File: config.mk
export PLATFORM = sky130hd
export DESIGN_NAME = alu_seq_flat
export DESIGN_NICKNAME = d
export VERILOG_FILES = /design/src/rtl/alu_pkg.sv /design/src/rtl/alu_seq_if.sv /design/src/rtl/alu_mul_seq.sv /design/src/rtl/alu_seq.sv /design/src/flat_wrapper.sv
export SDC_FILE = /design/constraint.sdc
export NUM_CORES = 1
export LEC_CHECK = 0
export CAP_MARGIN = 30
export CORE_MARGIN = 1.5
export CORE_UTILIZATION = 30
export DETAILED_ROUTE_END_ITERATION = 12
export GPL_TIMING_DRIVEN = 0
export PLACE_DENSITY = 0.6
export SYNTH_ARGS = -nofsm -noshare
export SYNTH_HDL_FRONTEND = slang
export SYNTH_HIERARCHICAL = 1
export SYNTH_SLANG_ARGS = --single-unit
File: constraint.sdc
create_clock -name clk -period 4.2 [get_ports clk]
set_clock_uncertainty 0.2 [all_clocks]
set_input_delay 1.05 -clock clk [delete_from_list [all_inputs] [get_ports clk]]
set_output_delay 1.05 -clock clk [all_outputs]
set_load 0.01 [all_outputs]
File: src/rtl/alu_pkg.sv
// Shared types for the sequential ALU: opcodes, FSM states and the flag bundle.
package alu_pkg;

  typedef enum logic [3:0] {
    OP_ADD  = 4'd0,
    OP_SUB  = 4'd1,
    OP_INC  = 4'd2,
    OP_DEC  = 4'd3,
    OP_AND  = 4'd4,
    OP_OR   = 4'd5,
    OP_XOR  = 4'd6,
    OP_SHL  = 4'd7,
    OP_SHR  = 4'd8,
    OP_MUL  = 4'd9,
    OP_PASS = 4'd10
  } alu_op_e;

  typedef enum logic [1:0] {
    ST_IDLE = 2'd0,
    ST_BUSY = 2'd1,
    ST_DONE = 2'd2
  } alu_state_e;

  typedef struct packed {
    logic zero;
    logic carry;
    logic neg;
    logic ovf;
  } alu_flags_t;

  localparam logic [3:0] OP_LAST_LEGAL = 4'd10;

endpackage

File: src/rtl/alu_seq_if.sv
// Valid/ready operand and result bus of alu_seq; master is producer+consumer, slave is the ALU.
interface alu_seq_if #(parameter int WIDTH = 8) ();
  import alu_pkg::*;

  logic             in_valid;
  logic             in_ready;
  alu_op_e          op;
  logic [WIDTH-1:0] a;
  logic [WIDTH-1:0] b;
  logic             out_valid;
  logic             out_ready;
  logic [WIDTH-1:0] result;
  logic             flag_zero;
  logic             flag_carry;
  logic             flag_neg;
  logic             flag_ovf;
  logic             err_illegal;

  modport master (
    output in_valid, op, a, b, out_ready,
    input  in_ready, out_valid, result, flag_zero, flag_carry, flag_neg, flag_ovf, err_illegal
  );

  modport slave (
    input  in_valid, op, a, b, out_ready,
    output in_ready, out_valid, result, flag_zero, flag_carry, flag_neg, flag_ovf, err_illegal
  );

endinterface

File: src/rtl/alu_mul_seq.sv
// Iterative unsigned shift-add multiplier, one bit of b per cycle for WIDTH cycles.
// done and product are combinational during the final iteration so the caller can register them on that edge.
module alu_mul_seq #(
  parameter  int WIDTH = 8,
  localparam int CNT_W = $clog2(WIDTH + 1)
) (
  input  logic                 clk,
  input  logic                 rst,
  input  logic                 start,
  input  logic [WIDTH-1:0]     a,
  input  logic [WIDTH-1:0]     b,
  output logic [2*WIDTH-1:0]   product,
  output logic                 done
);

  logic [2*WIDTH-1:0] acc;
  logic [2*WIDTH-1:0] mcand;
  logic [2*WIDTH-1:0] addend;
  logic [WIDTH-1:0]   mplier;
  logic [CNT_W-1:0]   cnt;
  logic               busy;

  assign addend  = mplier[0] ? mcand : '0;
  assign product = acc + addend;
  assign done    = busy && (cnt == CNT_W'(1));

  always_ff @(posedge clk or posedge rst) begin
    if (rst) begin
      acc    <= '0;
      mcand  <= '0;
      mplier <= '0;
      cnt    <= '0;
      busy   <= 1'b0;
    end else if (start) begin
      acc    <= '0;
      mcand  <= {{WIDTH{1'b0}}, a};
      mplier <= b;
      cnt    <= CNT_W'(WIDTH);
      busy   <= 1'b1;
    end else if (busy) begin
      acc    <= product;
      mcand  <= mcand << 1;
      mplier <= mplier >> 1;
      cnt    <= cnt - CNT_W'(1);
      if (done) busy <= 1'b0;
    end
  end

endmodule

File: src/rtl/alu_seq.sv
// Handshaked ALU with registered result/flags held until accepted.
// Define ALU_SEQ_MUL_EN to build the iterative multiplier (op 9); otherwise op 9 is illegal.
module alu_seq
  import alu_pkg::*;
#(
  parameter int WIDTH = 8
) (
  input  logic      clk,
  input  logic      rst,
  alu_seq_if.slave  bus
);

  localparam int MSB = WIDTH - 1;

  alu_state_e       state, state_next;
  logic [WIDTH-1:0] result_q, alu_res, mul_res;
  alu_flags_t       flags_q, alu_flags, mul_flags;
  logic             err_q, alu_err;
  logic [WIDTH:0]   wide;
  logic             in_ready, accept, is_mul, load_alu, load_mul, mul_done;

  assign in_ready = !rst && ((state == ST_IDLE) || (state == ST_DONE && bus.out_ready));
  assign accept   = bus.in_valid && in_ready;

  always_comb begin
    wide      = '0;
    alu_res   = '0;
    alu_flags = '0;
    alu_err   = 1'b0;
    is_mul    = 1'b0;
    case (bus.op)
      OP_ADD: begin
        wide            = {1'b0, bus.a} + {1'b0, bus.b};
        alu_res         = wide[MSB:0];
        alu_flags.carry = wide[WIDTH];
        alu_flags.ovf   = (bus.a[MSB] == bus.b[MSB]) && (alu_res[MSB] != bus.a[MSB]);
      end
      OP_SUB: begin
        wide            = {1'b0, bus.a} - {1'b0, bus.b};
        alu_res         = wide[MSB:0];
        alu_flags.carry = wide[WIDTH];
        alu_flags.ovf   = (bus.a[MSB] != bus.b[MSB]) && (alu_res[MSB] != bus.a[MSB]);
      end
      OP_INC: begin
        wide            = {1'b0, bus.b} + (WIDTH+1)'(1);
        alu_res         = wide[MSB:0];
        alu_flags.carry = wide[WIDTH];
        alu_flags.ovf   = !bus.b[MSB] && alu_res[MSB];
      end
      OP_DEC: begin
        wide            = {1'b0, bus.b} - (WIDTH+1)'(1);
        alu_res         = wide[MSB:0];
        alu_flags.carry = wide[WIDTH];
        alu_flags.ovf   = bus.b[MSB] && !alu_res[MSB];
      end
      OP_AND:  alu_res = bus.a & bus.b;
      OP_OR:   alu_res = bus.a | bus.b;
      OP_XOR:  alu_res = bus.a ^ bus.b;
      OP_SHL: begin
        alu_res         = bus.a << 1;
        alu_flags.carry = bus.a[MSB];
      end
      OP_SHR: begin
        alu_res         = bus.a >> 1;
        alu_flags.carry = bus.a[0];
      end
      OP_PASS: alu_res = bus.b;
`ifdef ALU_SEQ_MUL_EN
      OP_MUL:  is_mul = 1'b1;
`endif
      default: alu_err = 1'b1;
    endcase
    alu_flags.zero = (alu_res == '0);
    alu_flags.neg  = alu_res[MSB];
  end

`ifdef ALU_SEQ_MUL_EN
  logic                 mul_start;
  logic [2*WIDTH-1:0]   product;

  assign mul_start = accept && is_mul;

  alu_mul_seq #(.WIDTH(WIDTH)) u_mul (
    .clk     (clk),
    .rst     (rst),
    .start   (mul_start),
    .a       (bus.a),
    .b       (bus.b),
    .product (product),
    .done    (mul_done)
  );

  // Multiply overflow is reported whenever the discarded high half is non-zero.
  always_comb begin
    mul_res         = product[MSB:0];
    mul_flags.zero  = (mul_res == '0);
    mul_flags.carry = |product[2*WIDTH-1:WIDTH];
    mul_flags.neg   = mul_res[MSB];
    mul_flags.ovf   = |product[2*WIDTH-1:WIDTH];
  end
`else
  assign mul_done  = 1'b0;
  assign mul_res   = '0;
  assign mul_flags = '0;
`endif

  always_comb begin
    state_next = state;
    load_alu   = 1'b0;
    load_mul   = 1'b0;
    if (accept) begin
      if (is_mul) begin
        state_next = ST_BUSY;
      end else begin
        state_next = ST_DONE;
        load_alu   = 1'b1;
      end
    end else if (state == ST_BUSY && mul_done) begin
      state_next = ST_DONE;
      load_mul   = 1'b1;
    end else if (state == ST_DONE && bus.out_ready) begin
      state_next = ST_IDLE;
    end
  end

  always_ff @(posedge clk or posedge rst) begin
    if (rst) begin
      state    <= ST_IDLE;
      result_q <= '0;
      flags_q  <= '0;
      err_q    <= 1'b0;
    end else begin
      state <= state_next;
      if (load_alu) begin
        result_q <= alu_res;
        flags_q  <= alu_flags;
        err_q    <= alu_err;
      end else if (load_mul) begin
        result_q <= mul_res;
        flags_q  <= mul_flags;
        err_q    <= 1'b0;
      end
    end
  end

  assign bus.in_ready    = in_ready;
  assign bus.out_valid   = (state == ST_DONE);
  assign bus.result      = result_q;
  assign bus.flag_zero   = flags_q.zero;
  assign bus.flag_carry  = flags_q.carry;
  assign bus.flag_neg    = flags_q.neg;
  assign bus.flag_ovf    = flags_q.ovf;
  assign bus.err_illegal = err_q;

endmodule

File: src/flat_wrapper.sv
// flat-port wrapper written by rule: the top's interface ports become plain ports
module alu_seq_flat import alu_pkg::*;
#(
  parameter int WIDTH = 8
)
  (clk, rst, bus_in_valid, bus_op, bus_a, bus_b, bus_out_ready, bus_in_ready, bus_out_valid, bus_result, bus_flag_zero, bus_flag_carry, bus_flag_neg, bus_flag_ovf, bus_err_illegal);
  alu_seq_if #(.WIDTH(WIDTH)) bus_i ();
  input  logic clk;
  input  logic rst;
  input wire logic [$bits(bus_i.in_valid)-1:0] bus_in_valid;
  input wire logic [$bits(bus_i.op)-1:0] bus_op;
  input wire logic [$bits(bus_i.a)-1:0] bus_a;
  input wire logic [$bits(bus_i.b)-1:0] bus_b;
  input wire logic [$bits(bus_i.out_ready)-1:0] bus_out_ready;
  output wire logic [$bits(bus_i.in_ready)-1:0] bus_in_ready;
  output wire logic [$bits(bus_i.out_valid)-1:0] bus_out_valid;
  output wire logic [$bits(bus_i.result)-1:0] bus_result;
  output wire logic [$bits(bus_i.flag_zero)-1:0] bus_flag_zero;
  output wire logic [$bits(bus_i.flag_carry)-1:0] bus_flag_carry;
  output wire logic [$bits(bus_i.flag_neg)-1:0] bus_flag_neg;
  output wire logic [$bits(bus_i.flag_ovf)-1:0] bus_flag_ovf;
  output wire logic [$bits(bus_i.err_illegal)-1:0] bus_err_illegal;
  assign bus_i.in_valid = bus_in_valid;
  assign bus_i.op = bus_op;
  assign bus_i.a = bus_a;
  assign bus_i.b = bus_b;
  assign bus_i.out_ready = bus_out_ready;
  assign bus_in_ready = bus_i.in_ready;
  assign bus_out_valid = bus_i.out_valid;
  assign bus_result = bus_i.result;
  assign bus_flag_zero = bus_i.flag_zero;
  assign bus_flag_carry = bus_i.flag_carry;
  assign bus_flag_neg = bus_i.flag_neg;
  assign bus_flag_ovf = bus_i.flag_ovf;
  assign bus_err_illegal = bus_i.err_illegal;
  alu_seq #(.WIDTH(WIDTH)) u_core (.clk(clk), .rst(rst), .bus(bus_i));
endmodule
; Word-level counts from Yosys, hierarchy flattened
; Cells that the tools add are included.
[word_totals]
ff_bits = 15
latch_bits = 0
ram_bits = 0
romBits = 0
output_inout_bits = 15
mem_count = 0
[op_classes]
add_sub_neg = 4
mul = 0
div_mod_pow = 0
order_cmp = 0
eq_ne = 14
n_shift = 0
n_mux = 10
bitwise_logic = 3
reduce_logical = 16
[op_table]
columns = op, n
row1 = 8-bit one-hot mux with 10 select lines, 1
row2 = 4-bit by 3-bit equality test with 1-bit output (second input constant), 4
row3 = 10-bit OR reduction, 1
row4 = 8-bit by 1-bit adder with 9-bit output (second input constant), 1
row5 = 8-bit by 8-bit adder with 9-bit output, 1
row6 = 8-bit by 1-bit subtractor with 9-bit output (second input constant), 1
row7 = 8-bit by 8-bit subtractor with 9-bit output, 1
row8 = 8-bit bitwise AND, 1
row9 = 4-bit by 2-bit equality test with 1-bit output (second input constant), 2
row10 = 4-bit equality test (second input constant), 2
row11 = 8-bit zero test, 1
row12 = 8-bit 2-to-1 mux, 1
row13 = 8-bit OR, 1
row14 = 8-bit XOR, 1
row15 = 1-bit logical AND, 7
row16 = 1-bit one-hot mux with 6 select lines, 1
row17 = 4-bit by 1-bit equality test with 1-bit output (second input constant), 1
row18 = 4-bit zero test, 1
row19 = 2-bit 2-to-1 mux, 2
row20 = 4-bit 2-to-1 mux, 1
row21 = 1-bit one-hot mux with 4 select lines, 1
row22 = 1-bit zero test, 3
row23 = 1-bit 2-to-1 mux, 3
row24 = 1-bit inequality test, 3
row25 = 5 further kinds, 5

; Depth between registers and ports, before layout
[logic_depth]
ltp_word = 7
mapped_depth = 11
ltp_nobuf = 10

; Worst setup path before layout
; OpenSTA, ideal clock, no wires.
[synth_path]
path_type = input to register
startpoint = input bus_b[1]
endpoint = register u_core.flags_q (netlist bit u_core/bus.flag_zero)
setup_time_ps = 67
arrival_ps = 3193
setup_slack_ps = 739
stages = 9
path_cell_list = or4_1 nor4_1 ha_1 nor2b_1 a221oi_2 o221ai_1 a2111oi_0 o41a_1 a32o_1
[synth_via]
elab_chain_cells = 4
word_cells_on_any_way = 10
classes_between = add/sub: 4 / mux: 2 / bitwise: 3 / reduce/logical: 1
[synth_lines]
columns = element, line
row1 = start: declaration, flat_wrapper.sv:13  ; input wire logic [$bits(bus_i.b)-1:0] bus_b;
row2 = "8-bit by 1-bit subtractor with 9-bit output, or another cell as far along", alu_seq.sv:51  ; wide = {1'b0, bus.b} - (WIDTH+1)'(1);
row3 = 8-bit one-hot mux with 10 select lines (*), alu_seq.sv:31  ; case (bus.op)
row4 = 8-bit zero test (*), alu_seq.sv:73  ; alu_flags.zero = (alu_res == '0);
row5 = 4-bit 2-to-1 mux (*), alu_seq.sv:134  ; if (load_alu) begin
row6 = end signal: assignment, alu_seq.sv:136  ; flags_q <= alu_flags;
row7 = end signal: assignment, alu_seq.sv:140  ; flags_q <= mul_flags;
row8 = end: declaration, alu_seq.sv:17  ; alu_flags_t flags_q, alu_flags, mul_flags;
; Every way passes the cells marked *; elsewhere a longest branch is shown, timed or not. The select of a mux whose other input is x is not followed.
; A chain may end at the register's enable or synchronous reset.

; Worst setup path after layout
[layout_path]
startpoint = input bus_b[3]
endpoint = register u_core.flags_q (netlist bit u_core/bus.flag_zero)
; Same word-level chain as after synthesis.

==> results.md <==
* Share of final-layout standard cells stronger than drive strength 1 at 10.7%
* Required time of the worst setup path at 4.18 ns
* Total net switching power at 0.000241 W
* Length in cells of the worst reg-to-reg path at 5
* # nets final at 423
* Slew headroom at 42.1%
* Die X-Extent at 94.4 um
* Clk root buf: sky130_fd_sc_hd__clkbuf_8
* Syn Nets at 380
* Clock transition time at the flip-flop clock pins of the worst setup and hold paths at 0.05 ns
* Max Clock Freq at 243 MHz
* Crit path max fanout at 10
* Detailed Routing Iterations Pass 1 at 5
* Flip-flop and latch count after synthesis at 13
* Starting DRT DRC Count at 315
* Placement row count at 33
* Switching share of power at 39.5%
* Area of the die at 8900 sq um
* Mean cell area of the mapped netlist at 7.73 sq um
* Launching point of the worst reg2reg path: u_core/state[1]
* Worst hold margin at 0.274 ns
* Share of synthesized flip-flops with an asynchronous set or reset at 100%
* Post-CTS setup buffer count at 0
* Final core utilization at 37.9%
* DRC violations left at 0
* Combined area of all synthesized cells at 2500 sq um
* IR drop worst, VDD at 0.0000806 V
* Part of the total power dissipated in combinational logic at 56.9%
* Io pins at 39
* Power share of the sequential group at 25.5%
* Final critical-path required period at 4.11 ns
* Part of the power in the clock network at 17.6%
* Synth Warn # at 6
* Setup repair after global routing missed its margin: false
* Count of maximum capacitance violations at 0
* Part of the Yosys area used for sequential elements at 13.0%
* Nature of the critical path endpoint: flip-flop
* Largest net degree at the start of global routing at 14
* Final Cycle Share at 97.8%
* Cell type contributing the most total cell area after synthesis: sky130_fd_sc_hd__ha_1
* Number of hold violations in the final report at 0
* Pwr Density at 198 nW/um^2
* Kind of start point of the critical path: input pin
* Sink Count at 13
* Global-route total usage across every layer at 19.4%
* Total leakage power at 1.29 nW
* Fraction of synthesized cell area taken by the top area cell type at 15.0%
* Most common cell after layout, fill and taps aside: sky130_fd_sc_hd__clkdlybuf4s50_1
* Number of stages on the worst hold path at 2
* Count of unique library cells instantiated by Yosys at 65
* Gate count after technology mapping at 324
* Source of the worst hold timing path: u_core/bus.result[5]
* Count of endpoints failing setup in the final report at 0
* Endpoint with the worst hold slack: u_core/bus.result[5]
* Transition at the pin with the smallest max-transition slack at 0.860 ns
* Worst endpoint data arrival time at 4.08 ns
* Effective utilization at floorplan at 30.8%
* Area of the multi-input gates at 1970 sq um
* Crit Path Category: input pin to flip-flop
* GR Overflow Total at 0
* Internal power component at 0.000370 W
* Area of the core at 8130 sq um
* Final weighted congestion in routability-driven placement at 0.971
* Result of the run: completed
* Initial antenna violation count at 0
* Wire length of the first global-routing pass at 13500 um
* Number of inserted filler cells in the final layout at 865
* Longest Clk Path Bufs at 2
* Path category of the worst min-delay check: flip-flop to flip-flop
* Post-synth EDFFs at 0
* Worst setup slack for register-to-register paths at 2.16 ns
* Post-CTS Hold Buffers at 0
* Leading cell types in the layout, fill and taps excluded: sky130_fd_sc_hd__clkdlybuf4s50_1 (37), sky130_fd_sc_hd__ha_1 (30), sky130_fd_sc_hd__nor2_1 (28), sky130_fd_sc_hd__inv_1 (28), sky130_fd_sc_hd__nand2_1 (27)
* Leading cell types by total area after synthesis: sky130_fd_sc_hd__ha_1 (15%), sky130_fd_sc_hd__dfrtp_1 (13%), sky130_fd_sc_hd__inv_1 (4.3%)
* Launch point of the critical path: bus_b[3]
* Reg2reg end: u_core/bus.flag_carry
* Via count of the first global-routing pass at 2565
* Vias per cell at 5.77
* Number of H-tree levels at 1
* Area growth from synthesis to final layout at 23.0%
* Routed wire length at 8580 um
* Post-detailed-route count of antenna-violating nets at 0
* Worst-skew pair later-pin latency at 0.24 ns
* Chip height at 94.4 um
* Detailed-route via count at 2717
* Count of pins over their slew limit at 0
* Footprint of the flip-flops and latches at 325 sq um
* Final Worst Setup Slack at 0.0921 ns
* Number of buffers added on ports at 38
* Setup slack at placement at -0.282 ns
* Post-detail-place hpwl at 6710 um
* Diode insertion count for antenna repair at 0
* Average wire per standard cell at 18.2 um
* Most used flip-flop cell after synthesis: sky130_fd_sc_hd__dfrtp_1
* TritonCTS clock tree: yes
* Clock buffer count from CTS at 3
## power by group through the flow
stage	registers [W]	clock network, W	logic (W)
floorplan	0.000168	0	0.000188
global placement	0.000158	0	0.000334
detailed placement	0.000159	0	0.000338
CTS	0.000157	0.000111	0.000341
global route	0.000160	0.000118	0.000375
finish	0.000156	0.000107	0.000348
## cells by family after synthesis
family / Yosys count / synth area share [%]
AOI/OAI and AO/OA: 89 / 26.2
muxes: 12 / 6.10
xor gates and xnor gates: 8 / 2.80
DFF: 13 / 13.0
buffers and inverters: 48 / 9.00
adders and majority gates: 32 / 16.6
and+or+nand+nor: 122 / 26.3
## layout make-up
| type | instances | share of cell area, % |
|---|---|---|
| buffer | 18 | 3.70 |
| clock buffer | 4 | 1.46 |
| inverter | 29 | 3.53 |
| multi-input combinational | 263 | 63.9 |
| sequential | 13 | 10.6 |
| tap | 105 | 4.26 |
| timing repair buffer | 39 | 12.6 |
## repair_timing
item,4_1_cts,5_1_grt
resized for setup,1,7
endpoints found under the hold margin,0,0
pin swaps,0,0
endpoints found under the setup margin,1,3
## registers in the layout, summed over array words and instances (netlist names)
register                flops
u_core/bus.result           8
u_core/bus.flag_ovf         1
u_core/state                1
u_core/bus.flag_carry       1
u_core/bus.flag_zero        1
u_core/bus.err_illegal      1
## per-stage QoR
| stage | instance area (sq um) | power, W | std cells | setup TNS, ns |
|---|---|---|---|---|
| 2_1_floorplan | 2500 | 0.000356 | 324 | 0 |
| 5_1_grt | 3080 | 0.000653 | 471 | 0 |
| 3_3_place_gp | 3020 | 0.000491 | 467 | -0.563 |
| 3_5_place_dp | 3020 | 0.000497 | 468 | -0.675 |
| 6_report | 3080 | 0.000611 | 471 | 0 |
| 4_1_cts | 3070 | 0.000609 | 472 | 0 |
## how the worst max path moves through the flow
stage,to,depth (start not counted)
global route,u_core/bus.flag_zero,11
detailed placement,u_core/bus.flag_zero,10
global placement,u_core/bus.flag_zero,10
CTS,u_core/bus.flag_zero,10
floorplan,u_core/bus.flag_zero,9
finish,u_core/bus.flag_zero,10
## metal layers
metal	vias up	track usage, %	part of all wire (%)
li1	1279	-	-
met1	1278	26.3	43
met2	147	32.1	47
met3	13	2.33	8.3
met4	0	5.60	1.5
met5	-	0	0
## cells in the mapped netlist (3+ instances only)
cell	number
sky130_fd_sc_hd__nor2_1	28
sky130_fd_sc_hd__nor4_1	6
sky130_fd_sc_hd__dfrtp_1	13
sky130_fd_sc_hd__a32oi_1	6
sky130_fd_sc_hd__or4_1	3
sky130_fd_sc_hd__a21oi_1	16
sky130_fd_sc_hd__o221ai_1	6
sky130_fd_sc_hd__nor2b_1	10
sky130_fd_sc_hd__ha_1	30
sky130_fd_sc_hd__a22oi_1	10
sky130_fd_sc_hd__nand2_1	27
sky130_fd_sc_hd__mux2i_1	7
sky130_fd_sc_hd__nand2b_1	5
sky130_fd_sc_hd__buf_2	6
sky130_fd_sc_hd__buf_4	6
sky130_fd_sc_hd__or3_1	3
sky130_fd_sc_hd__o21bai_1	3
sky130_fd_sc_hd__clkbuf_1	5
sky130_fd_sc_hd__a211oi_1	5
sky130_fd_sc_hd__inv_1	29
sky130_fd_sc_hd__nor3_1	9
sky130_fd_sc_hd__or2_2	4
sky130_fd_sc_hd__o21ai_0	14
sky130_fd_sc_hd__o211ai_1	3
sky130_fd_sc_hd__nand3_1	8
sky130_fd_sc_hd__and3_1	3
sky130_fd_sc_hd__xnor2_1	7
## critical path, cell delays in order
cell	delay, ns
sky130_fd_sc_hd__clkdlybuf4s50_1	0.63
sky130_fd_sc_hd__or4_4	0.55
sky130_fd_sc_hd__nor4_1	0.23
sky130_fd_sc_hd__ha_1	0.28
sky130_fd_sc_hd__nor2b_1	0.13
sky130_fd_sc_hd__a221oi_2	0.24
sky130_fd_sc_hd__o221ai_1	0.14
sky130_fd_sc_hd__a2111oi_1	0.40
sky130_fd_sc_hd__o41a_1	0.25
sky130_fd_sc_hd__a32o_1	0.16
Power figures use the tool's default switching activity.
